==> config.mk <==
export PLATFORM = sky130hd
export DESIGN_NAME = imem_loader
export DESIGN_NICKNAME = d
export VERILOG_FILES = /design/src/rtl/imem_loader.sv
export SDC_FILE = /design/constraint.sdc
export NUM_CORES = 1
export LEC_CHECK = 0
export BUFFER_PORTS_ARGS = -buffer_cell sky130_fd_sc_hd__buf_2
export CORE_ASPECT_RATIO = 0.7
export CORE_UTILIZATION = 39
export CTS_CLUSTER_SIZE = 16
export DETAILED_ROUTE_END_ITERATION = 12
export MAX_ROUTING_LAYER = met4
export PLACE_DENSITY = 0.69
export SETUP_SLACK_MARGIN = 0.1
export SYNTH_ARGS = -nofsm -noshare
export SYNTH_HDL_FRONTEND = slang
export SYNTH_SLANG_ARGS = --single-unit
==> constraint.sdc <==
create_clock -name clk -period 4.1 [get_ports clk]
set_input_delay 0.82 -clock clk [delete_from_list [all_inputs] [get_ports clk]]
set_output_delay 0.82 -clock clk [all_outputs]
set_load 0.01 [all_outputs]
==> src/rtl/imem_loader.sv <==
// Boot-time loader: assembles a little-endian byte stream (4-byte word count, then words)
// into 32-bit instruction-memory writes and holds the core in reset until the image is in.
module imem_loader #(
    parameter logic [31:0] BASE_ADDR = 32'd4,
    parameter int          MAX_WORDS = 1024
) (
    input  logic        clk,
    input  logic        rst,
    input  logic        in_valid,
    input  logic [7:0]  in_data,
    output logic        in_ready,
    output logic        mem_we,
    output logic [31:0] mem_addr,
    output logic [31:0] mem_wdata,
    output logic        core_rst,
    output logic        done,
    output logic        err,
    output logic [31:0] words_loaded
);

    localparam logic [31:0] MAX_N = 32'(MAX_WORDS);

    typedef enum logic [1:0] {HDR, DATA, DONE, ERR} state_t;

    state_t      state, state_next;
    logic [1:0]  byte_cnt;
    logic [23:0] partial;
    logic [31:0] n_words;
    logic [31:0] full_word;
    logic        finishing;
    logic        take;

    assign in_ready  = (state == HDR) || (state == DATA);
    assign done      = (state == DONE);
    assign err       = (state == ERR);
    assign core_rst  = (state != DONE);
    assign full_word = {in_data, partial};

    // The cycle carrying the final write still shows in_ready, but a byte offered
    // then lies beyond the image and is dropped.
    assign finishing = (state == DATA) && mem_we && (words_loaded == n_words);
    assign take      = in_valid && in_ready && !finishing;

    always_comb begin
        // NOTE: every signal written here gets a default first, so no latch is inferred.
        state_next = state;
        case (state)
            HDR: begin
                if (take && byte_cnt == 2'd3) begin
                    if (full_word == 32'd0 || full_word > MAX_N)
                        state_next = ERR;
                    else
                        state_next = DATA;
                end
            end
            DATA: begin
                if (finishing)
                    state_next = DONE;
            end
            default: state_next = state;
        endcase
    end

    // NOTE: sequential state uses non-blocking assignments so every register samples pre-edge values.
    always_ff @(posedge clk) begin
        if (rst) begin
            state        <= HDR;
            byte_cnt     <= 2'd0;
            partial      <= 24'd0;
            n_words      <= 32'd0;
            mem_we       <= 1'b0;
            mem_addr     <= 32'd0;
            mem_wdata    <= 32'd0;
            words_loaded <= 32'd0;
        end else begin
            state  <= state_next;
            mem_we <= 1'b0;
            if (take) begin
                byte_cnt <= byte_cnt + 2'd1;
                case (byte_cnt)
                    2'd0:    partial[7:0]   <= in_data;
                    2'd1:    partial[15:8]  <= in_data;
                    2'd2:    partial[23:16] <= in_data;
                    default: begin
                        if (state == HDR) begin
                            n_words <= full_word;
                        end else begin
                            mem_we       <= 1'b1;
                            mem_addr     <= BASE_ADDR + (words_loaded << 2);
                            mem_wdata    <= full_word;
                            words_loaded <= words_loaded + 32'd1;
                        end
                    end
                endcase
            end
        end
    end

endmodule

==> results.py <==
metrics = {
    "detailed_routing": {
        "drc": 0,
        "drtAntennaViolNets": 0,
        "dr.pass1.iters": 5,
        "via_count": 5403,
        "routedWlPerCell_um": 16.97,
        "postRouteWirelength_mm": 16.67,
        "routed_via_density": 5.502,
        "drtIter0Drc": 421,
    },
    "min_path": {
        "min_path_type": "reg -> reg",
    },
    "sta": {
        "period_share_pct": 67.51,
        "tns_ns": 0,
        "slew_headroom_pct": 24.65,
        "fin_ws_ns": 1.332,
        "min_period_ns": 2.768,
        "max_clock_freq_mhz": 361.3,
        "fin_skew_ns": 0.01158,
        "finalSetupViolCount": 0,
        "final_max_slew_viol_count": 0,
        "rsz0062_at_grt": "no",
        "final_hold_viol_count": 0,
        "tightestPinTransition_ns": 1.130,
    },
    "setup_path": {
        "slowest_stage": "nand3_1",
        "slowest_delay_ns": 0.64,
        "required_ns": 4.44,
        "cp_max_fo": 14,
        "crit_type": "reg -> reg",
        "worst_setup_path_start_kind": "flip-flop",
        "crit_chain": "xnor2_1 -> nand4_1 -> nor4_1 -> nand4_1 -> nand3_1 -> mux2i_1",
        "cp-end-kind": "flip-flop",
        "crit_arrival_ns": 3.10,
        "crit_top_cell": "nand4_1",
    },
    "global_routing": {
        "grt_pass1_vias": 4824,
        "grt-ovfl-total": 0,
        "gr-usage-all-layers_pct": 22.38,
        "grt_pass1_wl_mm": 26.14,
        "grt_antenna_before_repair": 0,
        "grt_start_max_net_pins": 86,
    },
    "synth": {
        "synth_seq_cells": 125,
        "synth_cells": 718,
        "synth_top_cells_by_area": "dfxtp_1 (43%), a21oi_1 (8.7%), nand3_1 (5.8%)",
        "synth_cell_types": 39,
        "yosys.area.top_type_share_pct": 42.56,
        "synthFlopType": "dfxtp_1",
        "yosys.cell_count.top_type": "dfxtp_1",
        "synth_warnings": 0,
        "synthTopCellsByCount": "dfxtp_1 (125), a21oi_1 (102), nand2_1 (80)",
        "synth_edf_count": 0,
        "ys_seq_area_share_pct": 42.56,
        "syn_area_per_cell_um2": 8.189,
        "yosys.area.top_type": "dfxtp_1",
        "synthArstFlopShare_pct": 0,
        "syn-cell-area_um2": 5879,
    },
    "power": {
        "vdd_ir_drop_max_uv": 270.2,
        "p_sw_share_pct": 23.65,
        "pwr-share-seq_pct": 43.8,
        "p_leak_uw": 0.002677,
        "pwr-share-comb_pct": 3.6,
        "power.switching_uw": 672.2,
        "power_density_nw_per_um2": 411.7,
        "clockPowerShare_pct": 52.6,
        "p_int_uw": 2170,
    },
    "placed_design": {
        "port_buffers": 109,
        "place_congestion": 0.8468,
        "pre_cts_slack_ns": 1.051,
        "hpwl_mm": 11.22,
    },
    "die": {
        "core_area_um2": 14720,
        "die_height_um": 104.7,
        "die_area_um2": 15580,
        "fp-row-count": 37,
        "start_util_pct": 39.94,
        "io_pins": 112,
        "die_w_um": 148.8,
    },
    "clock_tree": {
        "cts.sinks": 125,
        "cts_buffer_depth": 2,
        "post_cts_buffers": 0,
        "cts_tree": "done",
        "cts_root_buf": "clkbuf_16",
        "clock_latency_ns": 0.42,
        "ctsHoldBuffers": 0,
        "ctsResizeCount": 0,
        "cts_buffers": 17,
        "cts_htree_levels": 4,
        "path_clk_slew_ns": 0.06,
    },
    "finish": {
        "multi_input_area_um2": 2915,
        "antenna_cells": 0,
        "syn2layout_area_growth_pct": 17.43,
        "fillers": 1481,
        "ff_latch_area_um2": 2502,
        "fin_nets": 790,
        "drive_gt1_share_pct": 21.09,
    },
    "job": {
        "maxCapViolCount": 0,
    },
    "outcome": {
        "outcome": "finished, final reports clean",
    },
}
final timing paths:
check | slack, ns | from | cells after the start | end
min reg2reg | 0.47 | n_words[2] | 2 | n_words[2]
max | 1.33 | words_loaded[15] | 6 | partial[11]
max reg2reg | 1.33 | words_loaded[15] | 6 | partial[11]
min | 0.47 | n_words[2] | 2 | n_words[2]
state kept, by name, summed over array words and instances (netlist names):
| register | count |
|---|---|
| byte_cnt | 2 |
| mem_wdata | 32 |
| mem_we | 1 |
| n_words | 32 |
| partial | 24 |
| state | 2 |
| words_loaded | 32 |
through the flow:
stage / cell area (µm²) / total power [µW] / hold WS (ns) / instances / util (%)
global route: 6904 / 2920 / 0.4867 / 982 / 46.90
floorplan: 5883 / 1332 / 0.4481 / 719 / -
CTS: 6904 / 2850 / 0.4663 / 982 / 46.90
global placement: 6320 / 1370 / 0.4588 / 950 / 42.93
finish: 6904 / 2842 / 0.4684 / 982 / 46.90
detailed placement: 6320 / 1370 / 0.4595 / 950 / 42.93
layer usage:
metal	vias up	global-route usage [%]	part of all wire, %
met1	2551	32.55	49
li1	2615	-	-
met4	0	5.321	0.88
met5	-	-	0
met3	18	6.157	8.1
met2	219	30.04	42
final cells by class:
type | count | share of cell area [%]
clock buffers | 18 | 6.361
repair buffers | 118 | 9.097
well taps | 195 | 3.534
multi-input cells | 504 | 42.23
flip-flops and latches | 125 | 36.25
inverters | 8 | 0.4349
clock inverters | 14 | 2.102
worst max-delay path: cells and delay by family, from the launching register on:
kind             cells  cell delay, ns
multiplexers         1            0.25
flip-flops           1            0.50
AND/OR/NAND/NOR      4            1.76
XOR/XNOR             1            0.16
power groups by stage:
stage / clock network (µW) / logic (µW) / registers [µW]
after floorplan: 0 / 67.9 / 1260
after global routing: 1560 / 111 / 1250
final: 1500 / 102 / 1250
after CTS: 1510 / 100 / 1240
after global placement: 0 / 98.9 / 1270
after detailed placement: 0 / 99.3 / 1270
layout by cell type, fill, tap and decap left out, types with 17 or more instances in the layout:
cell type / Yosys / layout
dfxtp_1: 125 / 125
buf_2: 8 / 108
a21oi_1: 102 / 102
nand2_1: 80 / 79
nand3_1: 68 / 68
o21ai_0: 51 / 51
xnor2_1: 25 / 25
nand2b_1: 22 / 22
or4_1: 18 / 18
o31ai_1: 17 / 17
clkbuf_16: 0 / 17
logic make-up (layout without fill, tap and decap cells):
family / after synthesis / count (layout) / synth area share (%)
buffers and inverters: 90 / 158 / 8.023
and+or+nand+nor: 270 / 270 / 23.98
xor gates and xnor gates: 33 / 33 / 4.916
AOI/OAI and AO/OA: 173 / 173 / 15.64
other: 1 / 2 / 0.06378
muxes: 21 / 21 / 3.745
adders and majority gates: 5 / 5 / 1.064
DFF: 125 / 125 / 42.56
Note: power is estimated with default switching activity, not from simulation.
